==> config.mk <==
export PLATFORM = sky130hd
export DESIGN_NAME = key_debounce
export DESIGN_NICKNAME = d
export VERILOG_FILES = /design/src/rtl/key_pkg.sv /design/src/rtl/sync_2ff.sv /design/src/rtl/key_debounce.sv
export SDC_FILE = /design/constraint.sdc
export NUM_CORES = 1
export LEC_CHECK = 0
export BUFFER_PORTS_ARGS = -buffer_cell sky130_fd_sc_hd__buf_2
export CAP_MARGIN = 0
export CORE_MARGIN = 5
export CORE_UTILIZATION = 40
export DETAILED_ROUTE_END_ITERATION = 16
export GPL_TIMING_DRIVEN = 0
export PLACE_DENSITY = 0.65
export SYNTH_ARGS = -nofsm -noshare
export SYNTH_HDL_FRONTEND = slang
export SYNTH_HIERARCHICAL = 1
export SYNTH_SLANG_ARGS = --single-unit
==> constraint.sdc <==
create_clock -name clk -period 5.11 [get_ports clk]
set_input_delay 0.511 -clock clk [delete_from_list [all_inputs] [get_ports clk]]
set_output_delay 0.511 -clock clk [all_outputs]
set_load 0.01 [all_outputs]
==> src/rtl/key_pkg.sv <==
// Shared types and default timing for the push-button conditioner.
// Defaults assume a 50 MHz clock.
package key_pkg;

    // Debounce FSM state encoding
    typedef enum logic [1:0] {
        IDLE       = 2'd0,
        PRESS_FILT = 2'd1,
        HELD       = 2'd2,
        REL_FILT   = 2'd3
    } key_fsm_e;

    localparam int unsigned DEF_DEBOUNCE_CYC = 1000000;   // 20 ms
    localparam int unsigned DEF_LONG_CYC     = 50000000;  // 1 s
    localparam int unsigned DEF_REPEAT_CYC   = 10000000;  // 200 ms
    localparam int unsigned DEF_CNT_W        = 26;

endpackage

==> src/rtl/sync_2ff.sv <==
// Generic two-flop synchroniser for an asynchronous single-bit input.
// Ports:
//   clk, rst_n : clock and asynchronous active-low reset
//   d          : asynchronous input
//   q          : synchronised output; resets to RST_VAL
module sync_2ff #(
    parameter logic RST_VAL = 1'b1
) (
    input  logic clk,
    input  logic rst_n,
    input  logic d,
    output logic q
);

    logic meta;

    // Both stages reset to the idle level of the pin
    always_ff @(posedge clk or negedge rst_n) begin
        if (!rst_n) begin
            meta <= RST_VAL;
            q    <= RST_VAL;
        end else begin
            meta <= d;
            q    <= meta;
        end
    end

endmodule

==> src/rtl/key_debounce.sv <==
// Push-button conditioner: synchroniser, debounce FSM and hold timer.
// Ports:
//   clk, rst_n  : clock and asynchronous active-low reset
//   key_n       : raw active-low button pin, asynchronous to clk
//   key_state   : debounced level, 1 = pressed
//   key_press   : one-cycle pulse on accepted press
//   key_release : one-cycle pulse on accepted release
//   key_long    : one-cycle pulse once held LONG_CYC cycles
//   key_repeat  : one-cycle pulse every REPEAT_CYC cycles after key_long
module key_debounce
    import key_pkg::*;
#(
    parameter int unsigned DEBOUNCE_CYC = DEF_DEBOUNCE_CYC,
    parameter int unsigned LONG_CYC     = DEF_LONG_CYC,
    parameter int unsigned REPEAT_CYC   = DEF_REPEAT_CYC,
    parameter int unsigned CNT_W        = DEF_CNT_W
) (
    input  logic clk,
    input  logic rst_n,
    input  logic key_n,
    output logic key_state,
    output logic key_press,
    output logic key_release,
    output logic key_long,
    output logic key_repeat
);

    // Elaboration-time parameter checks
    if (DEBOUNCE_CYC < 2) begin : g_bad_debounce
        $error("DEBOUNCE_CYC must be at least 2");
    end
    if (REPEAT_CYC < 2) begin : g_bad_repeat
        $error("REPEAT_CYC must be at least 2");
    end
    if (LONG_CYC <= REPEAT_CYC) begin : g_bad_long
        $error("LONG_CYC must exceed REPEAT_CYC");
    end
    if ((64'(LONG_CYC) - 64'd1) >= (64'd1 << CNT_W)) begin : g_bad_width
        $error("CNT_W too narrow for LONG_CYC-1");
    end

    localparam logic [CNT_W-1:0] DEB_LAST  = CNT_W'(DEBOUNCE_CYC - 1);
    localparam logic [CNT_W-1:0] LONG_LAST = CNT_W'(LONG_CYC - 1);
    localparam logic [CNT_W-1:0] REP_LAST  = CNT_W'(REPEAT_CYC - 1);
    localparam logic [CNT_W-1:0] CNT_ONE   = CNT_W'(1);

    logic key_sync;
    logic active;

    key_fsm_e         state, state_d;
    logic [CNT_W-1:0] filt_cnt, filt_d;
    logic [CNT_W-1:0] hold_cnt, hold_d;
    logic [CNT_W-1:0] rep_cnt, rep_d;
    logic             long_done, long_done_d;
    logic             press_d, release_d, long_d, repeat_d;

    // Timer step shared by HELD and REL_FILT
    logic [CNT_W-1:0] tmr_hold, tmr_rep;
    logic             tmr_done, tmr_long, tmr_repeat;

    sync_2ff #(.RST_VAL(1'b1)) u_sync (
        .clk   (clk),
        .rst_n (rst_n),
        .d     (key_n),
        .q     (key_sync)
    );

    assign active = ~key_sync;

    // State and output registers
    always_ff @(posedge clk or negedge rst_n) begin
        if (!rst_n) begin
            state       <= IDLE;
            filt_cnt    <= '0;
            hold_cnt    <= '0;
            rep_cnt     <= '0;
            long_done   <= 1'b0;
            key_state   <= 1'b0;
            key_press   <= 1'b0;
            key_release <= 1'b0;
            key_long    <= 1'b0;
            key_repeat  <= 1'b0;
        end else begin
            state       <= state_d;
            filt_cnt    <= filt_d;
            hold_cnt    <= hold_d;
            rep_cnt     <= rep_d;
            long_done   <= long_done_d;
            key_state   <= (state_d == HELD) || (state_d == REL_FILT);
            key_press   <= press_d;
            key_release <= release_d;
            key_long    <= long_d;
            key_repeat  <= repeat_d;
        end
    end

    // Next-state and pulse logic
    always_comb begin
        state_d     = state;
        filt_d      = filt_cnt;
        hold_d      = hold_cnt;
        rep_d       = rep_cnt;
        long_done_d = long_done;
        press_d     = 1'b0;
        release_d   = 1'b0;
        long_d      = 1'b0;
        repeat_d    = 1'b0;

        // Hold timer saturates at LONG_LAST; long_done keeps key_long one-shot
        tmr_hold   = (hold_cnt == LONG_LAST) ? hold_cnt : hold_cnt + CNT_ONE;
        tmr_done   = long_done;
        tmr_long   = 1'b0;
        tmr_repeat = 1'b0;
        tmr_rep    = rep_cnt;
        if (!long_done) begin
            if (hold_cnt == LONG_LAST) begin
                tmr_long = 1'b1;
                tmr_done = 1'b1;
                tmr_rep  = '0;
            end
        end else if (rep_cnt == REP_LAST) begin
            tmr_repeat = 1'b1;
            tmr_rep    = '0;
        end else begin
            tmr_rep = rep_cnt + CNT_ONE;
        end

        case (state)
            IDLE: begin
                if (active) begin
                    state_d = PRESS_FILT;
                    filt_d  = CNT_ONE;
                end
            end
            PRESS_FILT: begin
                if (!active) begin
                    state_d = IDLE;
                    filt_d  = '0;
                end else if (filt_cnt == DEB_LAST) begin
                    state_d     = HELD;
                    press_d     = 1'b1;
                    filt_d      = '0;
                    hold_d      = '0;
                    rep_d       = '0;
                    long_done_d = 1'b0;
                end else begin
                    filt_d = filt_cnt + CNT_ONE;
                end
            end
            HELD: begin
                hold_d      = tmr_hold;
                rep_d       = tmr_rep;
                long_done_d = tmr_done;
                long_d      = tmr_long;
                repeat_d    = tmr_repeat;
                if (!active) begin
                    state_d = REL_FILT;
                    filt_d  = CNT_ONE;
                end
            end
            REL_FILT: begin
                if (!active && (filt_cnt == DEB_LAST)) begin
                    // Release acceptance wins over any coincident long/repeat
                    state_d     = IDLE;
                    release_d   = 1'b1;
                    filt_d      = '0;
                    hold_d      = '0;
                    rep_d       = '0;
                    long_done_d = 1'b0;
                end else begin
                    hold_d      = tmr_hold;
                    rep_d       = tmr_rep;
                    long_done_d = tmr_done;
                    long_d      = tmr_long;
                    repeat_d    = tmr_repeat;
                    if (active) begin
                        state_d = HELD;
                        filt_d  = '0;
                    end else begin
                        filt_d = filt_cnt + CNT_ONE;
                    end
                end
            end
            default: begin
                state_d = IDLE;
            end
        endcase
    end

endmodule

# Word level (Yosys, flattened, before mapping)
# Index checks and enable logic that the tools add are counted.
# W data, S select, Z words.
[totals]
elab_cells = 75
reg_bits = 88
output_inout_bits = 5
input_bits = 3
[classes]
addsub = 3
n_reduce_logical = 6
n_eq_ne = 12
n_mux = 42
[op_table]
columns = ["operator", "n"]
rows = [
  ["$mux W26", 14],
  ["$pmux W26 S3", 2],
  ["$pmux W26 S4", 1],
  ["$add A26 B1 Y26 const B", 3],
  ["$eq A26 B20 Y1 const B", 1],
  ["$eq A26 B24 Y1 const B", 1],
  ["$eq A26 B26 Y1 const B", 1],
  ["$mux W1", 15],
  ["$mux W2", 6],
  ["$eq A2 B2 Y1 const B", 4],
  ["$pmux W2 S4", 1],
  ["$ne A2 B2 Y1 const B", 3],
  ["$pmux W1 S2", 2],
  ["$pmux W1 S3", 1],
  ["$reduce_and A3 Y1", 1],
  ["$reduce_bool A3 Y1", 1],
  ["$eq A2 B1 Y1 const B", 1],
  ["$logic_not A2 Y1", 1],
  ["$ne A2 B1 Y1 const B", 1],
  ["$reduce_and A2 Y1", 1],
  ["$logic_and A1 B1 Y1", 1],
  ["$logic_or A1 B1 Y1", 1],
]

# Depth between registers and ports, before layout
# Gate-level depths: netlist of the first run.
[logic_depth]
depth_word = 6
ltp_mapped = 8
mapped_depth_nobuf = 6

# Cells and area by module
# Netlist of the first run, hierarchy kept.
[by_module_without_submodules]
columns = ["module", "area_each_um2", "instances", "seq_area_each_um2", "cells_each"]
rows = [
  ["key_debounce", 5272.6, 1, 2152.1, 605],
  ["sync_2ff", 52.6, 1, 52.6, 2],
]

# Worst setup path before layout of the first run
# OpenSTA, ideal clock, no wires.
[synth_path]
path_type = "register to register"
startpoint = "register filt_cnt[13]"
endpoint = "register hold_cnt[14]"
required_time_ns = 5.032
setup_time_ns = 0.078
path_buffers = 1
period_less_slack_ns = 2.369
t_arrival_ns = 2.291
stages_incl_launch_ff = 7
setup_slack_ns = 2.741
cell_sequence = "dfrtp_1 -> or4b_4 -> nor4_4 -> a21oi_2 -> buf_6 -> or4_1 -> a21oi_1"
[synth_between]
elab_chain_cells = 4
elab_cells_between_ends = 6
cone_classes = "eq/ne: 2; mux: 2; reduce/logical: 2"
[synth_rtl]
columns = ["element", "line", "text"]
rows = [
  ["start, declared", "key_debounce.sv:51", "logic [CNT_W-1:0] filt_cnt, filt_d;"],
  ["start signal, assigned", "key_debounce.sv:85", "filt_cnt <= filt_d;"],
  ["$eq A26 B20 Y1 *", "key_debounce.sv:139, key_debounce.sv:162", ""],
  ["$logic_and A1 B1 Y1", "key_debounce.sv:162", "if (!active && (filt_cnt == DEB_LAST)) begin"],
  ["$mux W26", "key_debounce.sv:162", ""],
  ["$pmux W26 S3", "key_debounce.sv:128", "case (state)"],
  ["end signal, assigned", "key_debounce.sv:86", "hold_cnt <= hold_d;"],
  ["end, declared", "key_debounce.sv:52", "logic [CNT_W-1:0] hold_cnt, hold_d;"],
]
# Mark *: on every way between the ends. The rest lies on a longest branch, timed or not.
# A chain may end at the register's enable or synchronous reset.

# Worst setup path after layout of the first run
[layout_path]
startpoint = "register filt_cnt[22]"
endpoint = "register rep_cnt[3]"
[layout_between]
elab_chain_cells = 4
elab_cells_between_ends = 6
cone_classes = "eq/ne: 2; mux: 2; reduce/logical: 2"
[layout_rtl]
columns = ["element", "line", "text"]
rows = [
  ["$eq A26 B20 Y1 *", "key_debounce.sv:139, key_debounce.sv:162", ""],
  ["$logic_and A1 B1 Y1", "key_debounce.sv:162", ""],
  ["$mux W26", "key_debounce.sv:162", ""],
  ["$pmux W26 S3", "key_debounce.sv:128", ""],
  ["end signal, assigned", "key_debounce.sv:87", "rep_cnt <= rep_d;"],
  ["end, declared", "key_debounce.sv:53", "logic [CNT_W-1:0] rep_cnt, rep_d;"],
]
# Marks and branches as above.

==> reports/qor.log, run 1 <==
qor: outcome.status finished clean
qor: logic_synthesis.total_nets_after_synthesis 613
qor: route.detailroute.via_count 5,169
qor: timing.fin_skew 0.007573 ns
qor: job.cap_viol_max_count 0
qor: cts.cts_tree done
qor: timing.setup_violation_total_in_the_final_timing_report 0
qor: timing.maxSlewViolCount 0
qor: place.dpl.cell_count 791
qor: logic_synthesis.synth_sequential_area_ratio 0.4140
qor: worst_setup_path.worst-endpoint-arrival 3.35 ns
qor: timing.fin_tns_setup 0 ns
qor: final_layout.most_frequent_cells_in_the_layout dfrtp_1 (86), a21oi_1 (55), nand2_1 (46)
qor: timing.worst_hold_slack 0.09284 ns
qor: timing.layout_worst_path_cycle_share 0.6129
qor: cts.post_cts_buffers 0
qor: cts.cts_hold_buf 0
qor: logic_synthesis.asyncSetResetFlopFracSynth 1.000
qor: route.detail_route.iter0.violations 632
qor: logic_synthesis.synthesis.yosys.warnings 6
qor: final_layout.mostFrequentLayoutCell dfrtp_1
qor: logic_synthesis.synth_area 5325 µm²
qor: floorplanning.rows 42
qor: timing.fmax 0.3193 GHz
qor: final_layout.final_layout_size_suffix_gt1_frac 0.06349
qor: cts.cts_sinks 88
qor: cts.cts_resized 0
qor: worst_setup_path.path_common_cell clkbuf_1
qor: place.io_buffers 7
qor: worst_setup_path.critPathRequiredTime 5.33 ns
qor: route.drc_errors 0
qor: global_routing.via_count_of_the_first_global_routing_pass 5,092
qor: pwr.power_density 244.5 nW/µm²
qor: final_layout.area_growth_from_synthesis_to_final_layout 11.04%
qor: route.post_drt_wl_per_cell 19.38 µm
qor: floorplanning.die_area 15,720 µm²
qor: floorplanning.starting_density 0.4053
qor: timing.post-route-worst-setup-slack 1.978 ns
qor: cts.path_clk_slew 0.06 ns
qor: logic_synthesis.ys_ff_latch 88
qor: logic_synthesis.yosys_most_used_dff dfrtp_1
qor: floorplanning.dieHeight 125.4 µm
qor: worst_setup_path.timing.critical_path.from_type register
qor: logic_synthesis.synth_enable_flop_cells 0
qor: pwr.leakagePower 2.203 nW
qor: cts.clock_tree_root clkbuf_16
qor: pwr.max_rail_drop_vdd 0.0001619 V
qor: timing.tightestPinTransition 1.033 ns
qor: logic_synthesis.synthDistinctLibCells 61
qor: floorplanning.fp.coreArea 13,140 µm²
qor: timing.grt_setup_unrepaired false
qor: timing.finalHoldViolCount 0
qor: min_path.timing.hold.worst.class input port to async pin
qor: route.totalWireLength 15,620 µm
qor: final_layout.nets_finish 632
qor: route.routed_via_density 6.413
qor: global_routing.globalRouteOverflowTotal 0
qor: floorplanning.pin_count 8
qor: route.first_pass_iters 5
qor: global_routing.grt_usage 0.2011
qor: global_routing.grt_first_pass_wirelength 25,840 µm
qor: cts.tritoncts.num_buffers 9
qor: worst_setup_path.cpLargestDelayFamily simple AND/OR/NAND/NOR gates
qor: timing.finalCriticalPeriod 3.132 ns
qor: worst_setup_path.critical_path.cell_chain or4_1 > nor4_4 > a21oi_2 > clkbuf_1 > clkbuf_1 > a211oi_1 > o22ai_1
qor: route.final_antenna_net_count 0
qor: cts.htree_levels 3
qor: worst_setup_path.crit_path_end_kind register
qor: worst_setup_path.worstPathBufferInverterCount 2
qor: worst_setup_path.critPathSlowestCell or4_1
qor: place.place.detailed.hpwl 10,540 µm
qor: global_routing.pin_count_of_the_biggest_net_entering_global_routing 60
qor: logic_synthesis.synth.avg_cell_area 8.773 µm²
qor: worst_setup_path.worst-setup-path-type register to register
qor: worst_setup_path.max_stage_delay 0.63 ns
qor: floorplanning.overall_die_width 125.4 µm
qor: final_layout.n_antenna_cell 0
qor: cts.clock_latency_of_the_later_clocked_register_in_the_worst_skew_pair 0.35 ns
qor: place.place_ws 1.998 ns
qor: global_routing.antenna_found_initial 0
qor: cts.ctsLongestPathBuffers 2
qor: place.gp_congestion 0.9456
qor: logic_synthesis.netlist_instances 607
qor: worst_setup_path.cp_max_fo 10
qor: final_layout.layout.cells.non_filler 806
qor: timing.slew-limit-headroom 0.3048
## metal layers
layer  share of wire  GRT usage  routed length, µm  vias to the layer above
met5               0          0                  0                        -
met4           0.020    0.06633                305                        0
met3           0.065    0.04563               1018                       30
met2            0.49     0.3341               7600                      213
met1            0.43     0.2603               6697                     2541
li1                -          -                  -                     2385
## kinds of logic after synthesis
| logic type | after synthesis | synth area share |
|---|---|---|
| buf+inv | 60 | 0.04558 |
| compound gates | 176 | 0.2192 |
| mux | 11 | 0.02068 |
| flops | 88 | 0.4140 |
| simple gates | 262 | 0.2820 |
| fa+ha+maj | 3 | 0.007050 |
| xor+xnor | 7 | 0.01151 |
## state kept, by name, indices dropped and copies added, names as in the netlist
signal / flops
filt_cnt: 26
hold_cnt: 26
key_long: 1
key_press: 1
key_release: 1
key_repeat: 1
key_state: 1
long_done: 1
rep_cnt: 26
state: 2
u_sync/meta: 1
u_sync/q: 1
## final cells by class
class | instances | area, µm²
fill | 1294 | 7224
multi-input combinational | 459 | 2878
sequential | 88 | 2205
clock buffer | 11 | 232.7
tap | 176 | 220.2
buffer | 41 | 171.4
inverter | 19 | 71.32
clock inverter | 4 | 70.07
timing repair buffer | 8 | 65.06
## final timing paths
path / startpoint / endpoint / slack, ns / cells after the start
worst min register to register: u_sync/meta$_DFF_PN1_ / u_sync/q$_DFF_PN1_ / 0.36 / 0
max in group asynchronous: rst_n / u_sync/meta$_DFF_PN1_ / 4.33 / 2
worst max register to register: filt_cnt[22]$_DFFE_PN0P_ / rep_cnt[3]$_DFFE_PN0P_ / 1.98 / 7
min in group clk: key_n / u_sync/meta$_DFF_PN1_ / 0.26 / 1
worst min-delay path: rst_n / rep_cnt[22]$_DFFE_PN0P_ / 0.09 / 1
worst max-delay path: filt_cnt[22]$_DFFE_PN0P_ / rep_cnt[3]$_DFFE_PN0P_ / 1.98 / 7
## power breakdown
group / internal, W / total (W) / switching [W]
Clock: 0.000424 / 0.000694 / 0.000270
Combinational: 0.0000127 / 0.0000447 / 0.0000320
Sequential: 0.000701 / 0.000707 / 0.00000586
Total: 0.00114 / 0.00145 / 0.000308
## per-stage QoR
step	utilization	power (W)	area, µm²
finish	0.4501	0.001446	5913
global route	0.4501	0.001499	5913
CTS	0.4501	0.001464	5913
detailed placement	0.4270	0.0007652	5610
global placement	0.4248	0.0007605	5580
floorplan	-	0.0007383	5325
## worst reg2reg max path: stages, from the launching register on
cell and delay [ns]:
dfrtp_1 0.44, or4_1 0.63, nor4_4 0.51, a21oi_2 0.21, clkbuf_1 0.32, clkbuf_1 0.43
a211oi_1 0.34, o22ai_1 0.12
## cells in the mapped netlist (4+ instances only)
| cell type | n | area (µm²) |
|---|---|---|
| dfrtp_1 | 86 | 2152 |
| a21oi_1 | 55 | 275.3 |
| nand2_1 | 46 | 172.7 |
| nand3_1 | 41 | 205.2 |
| nand4_1 | 33 | 206.5 |
| clkbuf_1 | 31 | 116.4 |
| nor2_1 | 26 | 97.59 |
| o21ai_0 | 24 | 120.1 |
| or4_1 | 21 | 157.7 |
| o31ai_1 | 20 | 150.1 |
| inv_1 | 19 | 71.32 |
| nor3_1 | 16 | 80.08 |
| nor4_1 | 15 | 93.84 |
| a22o_1 | 14 | 122.6 |
| mux2i_1 | 11 | 110.1 |
| or3_1 | 11 | 68.82 |
| a211oi_1 | 10 | 75.07 |
| and2_1 | 10 | 62.56 |
| and3_1 | 10 | 62.56 |
| a21o_1 | 9 | 67.56 |
| a32oi_1 | 8 | 70.07 |
| a31oi_1 | 7 | 43.79 |
| xnor2_1 | 7 | 61.31 |
| and4_1 | 5 | 43.79 |
| buf_1 | 5 | 18.77 |
| o211ai_1 | 5 | 37.54 |
| nand3b_1 | 4 | 30.03 |
| o22a_1 | 4 | 35.03 |
Note: power is estimated with default switching activity, not from simulation.
==> run 2: changes to the inputs <==
==> constraint.sdc (replaced) <==
create_clock -name clk -period 3 [get_ports clk]
set_input_delay 0.3 -clock clk [delete_from_list [all_inputs] [get_ports clk]]
set_output_delay 0.3 -clock clk [all_outputs]
set_load 0.01 [all_outputs]
==> run 2 against run 1 <==
Against the previous run:
- cell area increased by 1.2%
- die area did not move
- critical path depth is 1 higher
- cell count up 0.25%
- hold slack got worse by 0.042 ns
- non-clock buffer count grew 2
- critical path type unchanged
- largest cell class unchanged
==> reports/qor.log, run 2 (synthesis results as in run 1) <==
qor: worst_setup_path.worst-setup-path-type register to register
qor: worst_setup_path.regToRegEndpoint hold_cnt[22]$_DFFE_PN0P_
qor: global_routing.globalRouteOverflowTotal 0
qor: floorplanning.fp.coreArea 13,140 µm²
qor: worst_setup_path.cp_num_cells 8
qor: pwr.switchingPower 0.0005282 W
qor: route.detailroute.via_count 5,156
qor: final_layout.fillCellCount 1,281
qor: worst_setup_path.cpLargestDelayFamily simple AND/OR/NAND/NOR gates
qor: worst_setup_path.critPathSlowestCell nor4_4
qor: place.gp_congestion 0.9456
qor: final_layout.n_antenna_cell 0
qor: cts.clock_latency_of_the_later_clocked_register_in_the_worst_skew_pair 0.35 ns
qor: floorplanning.starting_density 0.4053
qor: worst_setup_path.timing.critical_path.from_type register
qor: final_layout.area_growth_from_synthesis_to_final_layout 12.41%
qor: timing.finalCriticalPeriod 2.828 ns
qor: worst_setup_path.worst-endpoint-arrival 3.06 ns
qor: worst_setup_path.cp_max_fo 10
qor: final_layout.layout_top_registers filt_cnt x26, hold_cnt x26, rep_cnt x26
qor: global_routing.antenna_found_initial 0
qor: global_routing.via_count_of_the_first_global_routing_pass 5,095
qor: route.final_antenna_net_count 0
qor: worst_setup_path.critPathRequiredTime 3.23 ns
qor: global_routing.grt_first_pass_wirelength 25,850 µm
qor: route.first_pass_iters 5
qor: pwr.pwr-share-seq 0.488
qor: pwr.switching_share 0.2140
qor: cts.htree_levels 3
qor: timing.fin_skew 0.009236 ns
qor: timing.setup_violation_total_in_the_final_timing_report 0
qor: cts.cts_tree done
qor: place.dpl.cell_count 791
qor: final_layout.nets_finish 634
qor: cts.clock_tree_root clkbuf_16
qor: outcome.status finished clean
qor: pwr.share_of_total_power_in_combinational_logic 0.031
qor: place.io_buffers 7
qor: route.routed_via_density 6.381
qor: timing.maxSlewViolCount 0
qor: final_layout.layout.cells.non_filler 808
qor: floorplanning.die_area 15,720 µm²
qor: cts.tritoncts.num_buffers 9
qor: floorplanning.rows 42
qor: route.post_drt_wl_per_cell 19.54 µm
qor: route.drc_errors 0
qor: pwr.internal-power 0.001940 W
qor: place.dpl_cell_area 5610 µm²
qor: pwr.power_density 412.3 nW/µm²
qor: global_routing.pin_count_of_the_biggest_net_entering_global_routing 60
qor: timing.finalHoldViolCount 0
qor: job.cap_viol_max_count 0
qor: min_path.hold_end u_sync/meta$_DFF_PN1_
qor: min_path.whs_path_depth 1
qor: final_layout.final_layout_size_suffix_gt1_frac 0.08703
qor: worst_setup_path.reg2reg_setup_slack 0.17 ns
qor: final_layout.most_frequent_cells_in_the_layout dfrtp_1 (86), a21oi_1 (54), nand2_1 (46)
qor: final_layout.mostFrequentLayoutCell dfrtp_1
qor: timing.tightestPinTransition 1.079 ns
qor: timing.layout_worst_path_cycle_share 0.9427
qor: place.place.detailed.hpwl 10,540 µm
qor: pwr.leakagePower 2.240 nW
qor: timing.slew-limit-headroom 0.2740
qor: worst_setup_path.max_stage_delay 0.50 ns
qor: cts.path_clk_slew 0.06 ns
qor: cts.cts_sinks 88
qor: pwr.max_rail_drop_vdd 0.0002759 V
qor: floorplanning.dieHeight 125.4 µm
qor: worst_setup_path.critical_path.cell_chain ha_1 > nand3_1 > nor4_4 > a21oi_1 > clkbuf_1 > clkbuf_2 > a32oi_1 > nand2_1
qor: worst_setup_path.crit_path_end_kind register
qor: final_layout.layout.cell_area.non_filler 5986 µm²
qor: worst_setup_path.worstPathBufferInverterCount 2
qor: global_routing.grt_usage 0.2012
qor: cts.ctsLongestPathBuffers 2
qor: worst_setup_path.r2r.worst_path.cells 8
qor: route.detail_route.iter0.violations 528
qor: min_path.timing.hold.worst.class input port to register
qor: min_path.hp-start key_n
qor: route.totalWireLength 15,790 µm
qor: pwr.clkPwrFrac 0.481
qor: floorplanning.pin_count 8
qor: worst_setup_path.crit-reg2reg-launch filt_cnt[0]$_DFFE_PN0P_
qor: floorplanning.overall_die_width 125.4 µm
qor: timing.fmax 0.3536 GHz
run 2: per-stage QoR:
stage / TNS [ns] / util / worst slack (ns) / power (W) / hold WS [ns]
final: 0 / 0.4556 / 0.1718 / 0.002468 / 0.05108
after global routing: -0.003085 / 0.4556 / -0.003085 / 0.002555 / 0.03719
after detailed placement: -1.446 / 0.4270 / -0.1119 / 0.001303 / 0.2665
after CTS: 0 / 0.4518 / 0.002802 / 0.002495 / 0.04231
after floorplan: 0 / - / 0.6313 / 0.001258 / 0.004409
after global placement: -0.1562 / 0.4248 / -0.03335 / 0.001295 / 0.3472
run 2: repair_timing:
item / CTS / global route
setup endpoints to repair: 26 / 50
buffers inserted: 0 / 1
hold buffers: 1 / 0
endpoints found under the hold margin: 29 / 0
pin swaps: 0 / 1
gates resized for setup: 4 / 19
run 2: worst max-delay path by stage:
stage	endpoint	start
finish	hold_cnt[22]$_DFFE_PN0P_	filt_cnt[0]$_DFFE_PN0P_
global placement	rep_cnt[3]$_DFFE_PN0P_	filt_cnt[6]$_DFFE_PN0P_
floorplan	hold_cnt[14]$_DFFE_PN0P_	filt_cnt[13]$_DFFE_PN0P_
CTS	rep_cnt[3]$_DFFE_PN0P_	filt_cnt[22]$_DFFE_PN0P_
global route	rep_cnt[16]$_DFFE_PN0P_	rep_cnt[0]$_DFFE_PN0P_
detailed placement	rep_cnt[3]$_DFFE_PN0P_	filt_cnt[6]$_DFFE_PN0P_
run 2: power groups by stage:
stage	registers, W	clock network (W)	logic, W
2_1_floorplan	0.00122	0	0.0000347
3_3_place_gp	0.00123	0	0.0000701
3_5_place_dp	0.00123	0	0.0000775
4_1_cts	0.00120	0.00121	0.0000787
5_1_grt	0.00120	0.00126	0.0000884
6_report	0.00120	0.00119	0.0000777
run 2: area by class of cell:
cell class | instances | area [µm²] | area share
buffer | 41 | 182.7 | 0.03052
clock buffer | 11 | 232.7 | 0.03888
clock inverter | 4 | 70.07 | 0.01171
inverter | 19 | 71.32 | 0.01191
multi-input combinational | 459 | 2922 | 0.4881
sequential | 88 | 2205 | 0.3683
tap | 176 | 220.2 | 0.03679
timing repair buffer | 10 | 82.58 | 0.01380
run 2: metal layers:
metal	vias up	wire length, µm	GRT usage	share of wire
met5	-	0	0	0
met4	0	330	0.06633	0.021
met3	34	843	0.04563	0.053
met2	184	7656	0.3341	0.48
met1	2548	6956	0.2606	0.44
li1	2390	-	-	-
==> run 3: changes to the inputs <==
--- a/config.mk
+++ b/config.mk
@@ -7,11 +7,12 @@
 export LEC_CHECK = 0
 export BUFFER_PORTS_ARGS = -buffer_cell sky130_fd_sc_hd__buf_2
 export CAP_MARGIN = 0
+export CORE_ASPECT_RATIO = 0.6
 export CORE_MARGIN = 5
-export CORE_UTILIZATION = 40
+export CORE_UTILIZATION = 34
 export DETAILED_ROUTE_END_ITERATION = 16
 export GPL_TIMING_DRIVEN = 0
-export PLACE_DENSITY = 0.65
+export PLACE_DENSITY = 0.58
 export SYNTH_ARGS = -nofsm -noshare
 export SYNTH_HDL_FRONTEND = slang
 export SYNTH_HIERARCHICAL = 1
==> constraint.sdc (replaced) <==
create_clock -name clk -period 3 [get_ports clk]
set_input_delay 0.45 -clock clk [delete_from_list [all_inputs] [get_ports clk]]
set_output_delay 0.45 -clock clk [all_outputs]
set_load 0.01 [all_outputs]
==> run 3 against run 2 <==
Against the previous run:
- sequential share of layout area down 0.31 points
- total power rose by 2.8%
- wire length is 6.3% higher
- non-clock buffer count increased by 1
- critical path depth stayed put
- utilization decreased by 6.3 points
- setup slack worse by 0.077 ns
- via count up 1.3%
- first-iteration DRC count is 48% higher
- highest routed layer unchanged
==> reports/qor.log, run 3 (synthesis results as in run 1) <==
qor: worst_setup_path.critPathRequiredTime 3.23 ns
qor: floorplanning.rows 35
qor: timing.setup_violation_total_in_the_final_timing_report 0
qor: final_layout.most_frequent_cells_in_the_layout dfrtp_1 (86), a21oi_1 (54), nand2_1 (46)
qor: timing.slew-limit-headroom 0.2335
qor: timing.grt_setup_unrepaired true
qor: route.routed_via_density 6.240
qor: worst_setup_path.cp_max_fo 10
qor: place.place_ws -0.1483 ns
qor: cts.cts_tree done
qor: final_layout.seq_area 2205 µm²
qor: worst_setup_path.timing.critical_path.from_type register
qor: global_routing.pin_count_of_the_biggest_net_entering_global_routing 47
qor: floorplanning.dieHeight 106.9 µm
qor: final_layout.final_layout_size_suffix_gt1_frac 0.09621
qor: place.place.detailed.hpwl 11,890 µm
qor: worst_setup_path.crit_path_end_kind register
qor: job.cap_viol_max_count 0
qor: timing.post-route-worst-setup-slack 0.09503 ns
qor: global_routing.grt_first_pass_wirelength 26,720 µm
qor: route.detail_route.iter0.violations 780
qor: floorplanning.overall_die_width 171.6 µm
qor: place.io_buffers 7
qor: route.first_pass_iters 5
qor: floorplanning.die_area 18,350 µm²
qor: min_path.timing.hold.worst.class input port to async pin
qor: timing.fin_skew 0.01390 ns
qor: global_routing.via_count_of_the_first_global_routing_pass 4,736
qor: final_layout.fillCellCount 1,530
qor: final_layout.area_growth_from_synthesis_to_final_layout 13.37%
qor: final_layout.n_antenna_cell 0
qor: global_routing.grt_usage 0.1850
qor: route.totalWireLength 16,780 µm
qor: final_layout.mostFrequentLayoutCell dfrtp_1
qor: timing.finalCriticalPeriod 2.905 ns
qor: timing.maxSlewViolCount 0
qor: final_layout.multiInputGateArea 2904 µm²
qor: route.final_antenna_net_count 0
qor: timing.layout_worst_path_cycle_share 0.9683
qor: pwr.max_rail_drop_vdd 0.0002575 V
qor: cts.cts_sinks 88
qor: outcome.status finished clean
qor: worst_setup_path.critPathLaunch filt_cnt[6]$_DFFE_PN0P_
qor: worst_setup_path.reg2reg_setup_slack 0.1 ns
qor: pwr.leakagePower 2.257 nW
qor: worst_setup_path.critical_path_end rep_cnt[13]$_DFFE_PN0P_
qor: floorplanning.pin_count 8
qor: final_layout.layout_top_registers filt_cnt x26, hold_cnt x26, rep_cnt x26
qor: final_layout.nets_finish 635
qor: place.gp_congestion 0.9668
qor: worst_setup_path.r2r.worst_path.cells 8
qor: timing.finalHoldViolCount 0
qor: route.post_drt_wl_per_cell 20.04 µm
qor: floorplanning.starting_density 0.3464
qor: worst_setup_path.worst-endpoint-arrival 3.14 ns
qor: route.drc_errors 0
qor: pwr.power_density 420.3 nW/µm²
qor: timing.tightestPinTransition 1.139 ns
qor: pwr.p_total 0.002537 W
qor: timing.fmax 0.3442 GHz
qor: worst_setup_path.worst-setup-path-type register to register
qor: cts.clock_latency_of_the_later_clocked_register_in_the_worst_skew_pair 0.35 ns
qor: cts.cts_hold_buf 0
qor: cts.clock_tree_root clkbuf_16
qor: floorplanning.fp.coreArea 15,370 µm²
qor: global_routing.globalRouteOverflowTotal 0
qor: route.detailroute.via_count 5,223
qor: worst_setup_path.crit-reg2reg-launch filt_cnt[6]$_DFFE_PN0P_
qor: global_routing.antenna_found_initial 0
qor: cts.htree_levels 3
qor: cts.path_clk_slew 0.07 ns
qor: worst_setup_path.regToRegEndpoint rep_cnt[13]$_DFFE_PN0P_
qor: cts.ctsLongestPathBuffers 2
qor: cts.tritoncts.num_buffers 9
run 3: changes by cell type in the layout (fill, tap and decap cells not counted), moves of 2 or more:
cell	before	now
buf_4	4	7
clkinv_2	2	0
clkbuf_1	24	21
clkinv_4	0	2
inv_6	0	2
run 3: how the worst min path moves through the flow:
stage,start,endpoint,slack [ns],cells past startpoint
6_report,rst_n,rep_cnt[15]$_DFFE_PN0P_,0.12,1
5_1_grt,rst_n,rep_cnt[15]$_DFFE_PN0P_,0.16,1
4_1_cts,rst_n,rep_cnt[15]$_DFFE_PN0P_,0.14,1
3_5_place_dp,u_sync/meta$_DFF_PN1_,u_sync/q$_DFF_PN1_,0.37,0
3_3_place_gp,u_sync/meta$_DFF_PN1_,u_sync/q$_DFF_PN1_,0.36,0
2_1_floorplan,rst_n,filt_cnt[0]$_DFFE_PN0P_,0.15,0
run 3: area by class of cell:
class / instances / share of cell area
Buffer: 40 / 0.02984
Inverter: 19 / 0.01181
Timing Repair Buffer: 12 / 0.01575
Tap cell: 203 / 0.04207
Clock inverter: 7 / 0.01699
Multi-Input combinational cell: 459 / 0.4810
Sequential cell: 88 / 0.3652
Clock buffer: 9 / 0.03731
run 3: where the power goes:
group / switching (W) / internal, W / total, W
Clock: 0.000517 / 0.000739 / 0.00126
Sequential: 0.00000967 / 0.00119 / 0.00120
Combinational: 0.0000559 / 0.0000220 / 0.0000779
run 3: metrics by stage:
stage | instance area [µm²] | utilization | hold WS (ns) | TNS, ns | instances
after floorplan | 5325 | - | 0.1544 | 0 | 607
after global placement | 5614 | 0.3652 | 0.3612 | -1.554 | 817
after detailed placement | 5644 | 0.3672 | 0.3652 | -2.478 | 818
after CTS | 5986 | 0.3894 | 0.1400 | 0 | 834
after global routing | 6037 | 0.3928 | 0.1618 | -0.3725 | 837
final | 6037 | 0.3928 | 0.1199 | 0 | 837
run 3: critical path, stage by stage (launching register included):
cell and delay, ns:
dfrtp_1 0.36, clkbuf_1 0.21, or4b_1 0.60, nor4_4 0.28
buf_4 0.19, buf_2 0.26, nand4_1 0.39, o21a_1 0.29
a21o_1 0.19
run 3: routing by layer:
metal | up-vias | part of all wire | GRT usage
met1 | 2562 | 0.50 | 0.3037
met3 | 12 | 0.11 | 0.05859
met4 | 0 | 0.0069 | 0.02940
met2 | 254 | 0.38 | 0.2313
li1 | 2395 | - | -
met5 | - | 0 | 0
run 3: timing repair:
item	CTS	global route
setup endpoints to repair	50	64
pin swaps	1	1
setup buffers	1	3
gates resized for setup	2	22
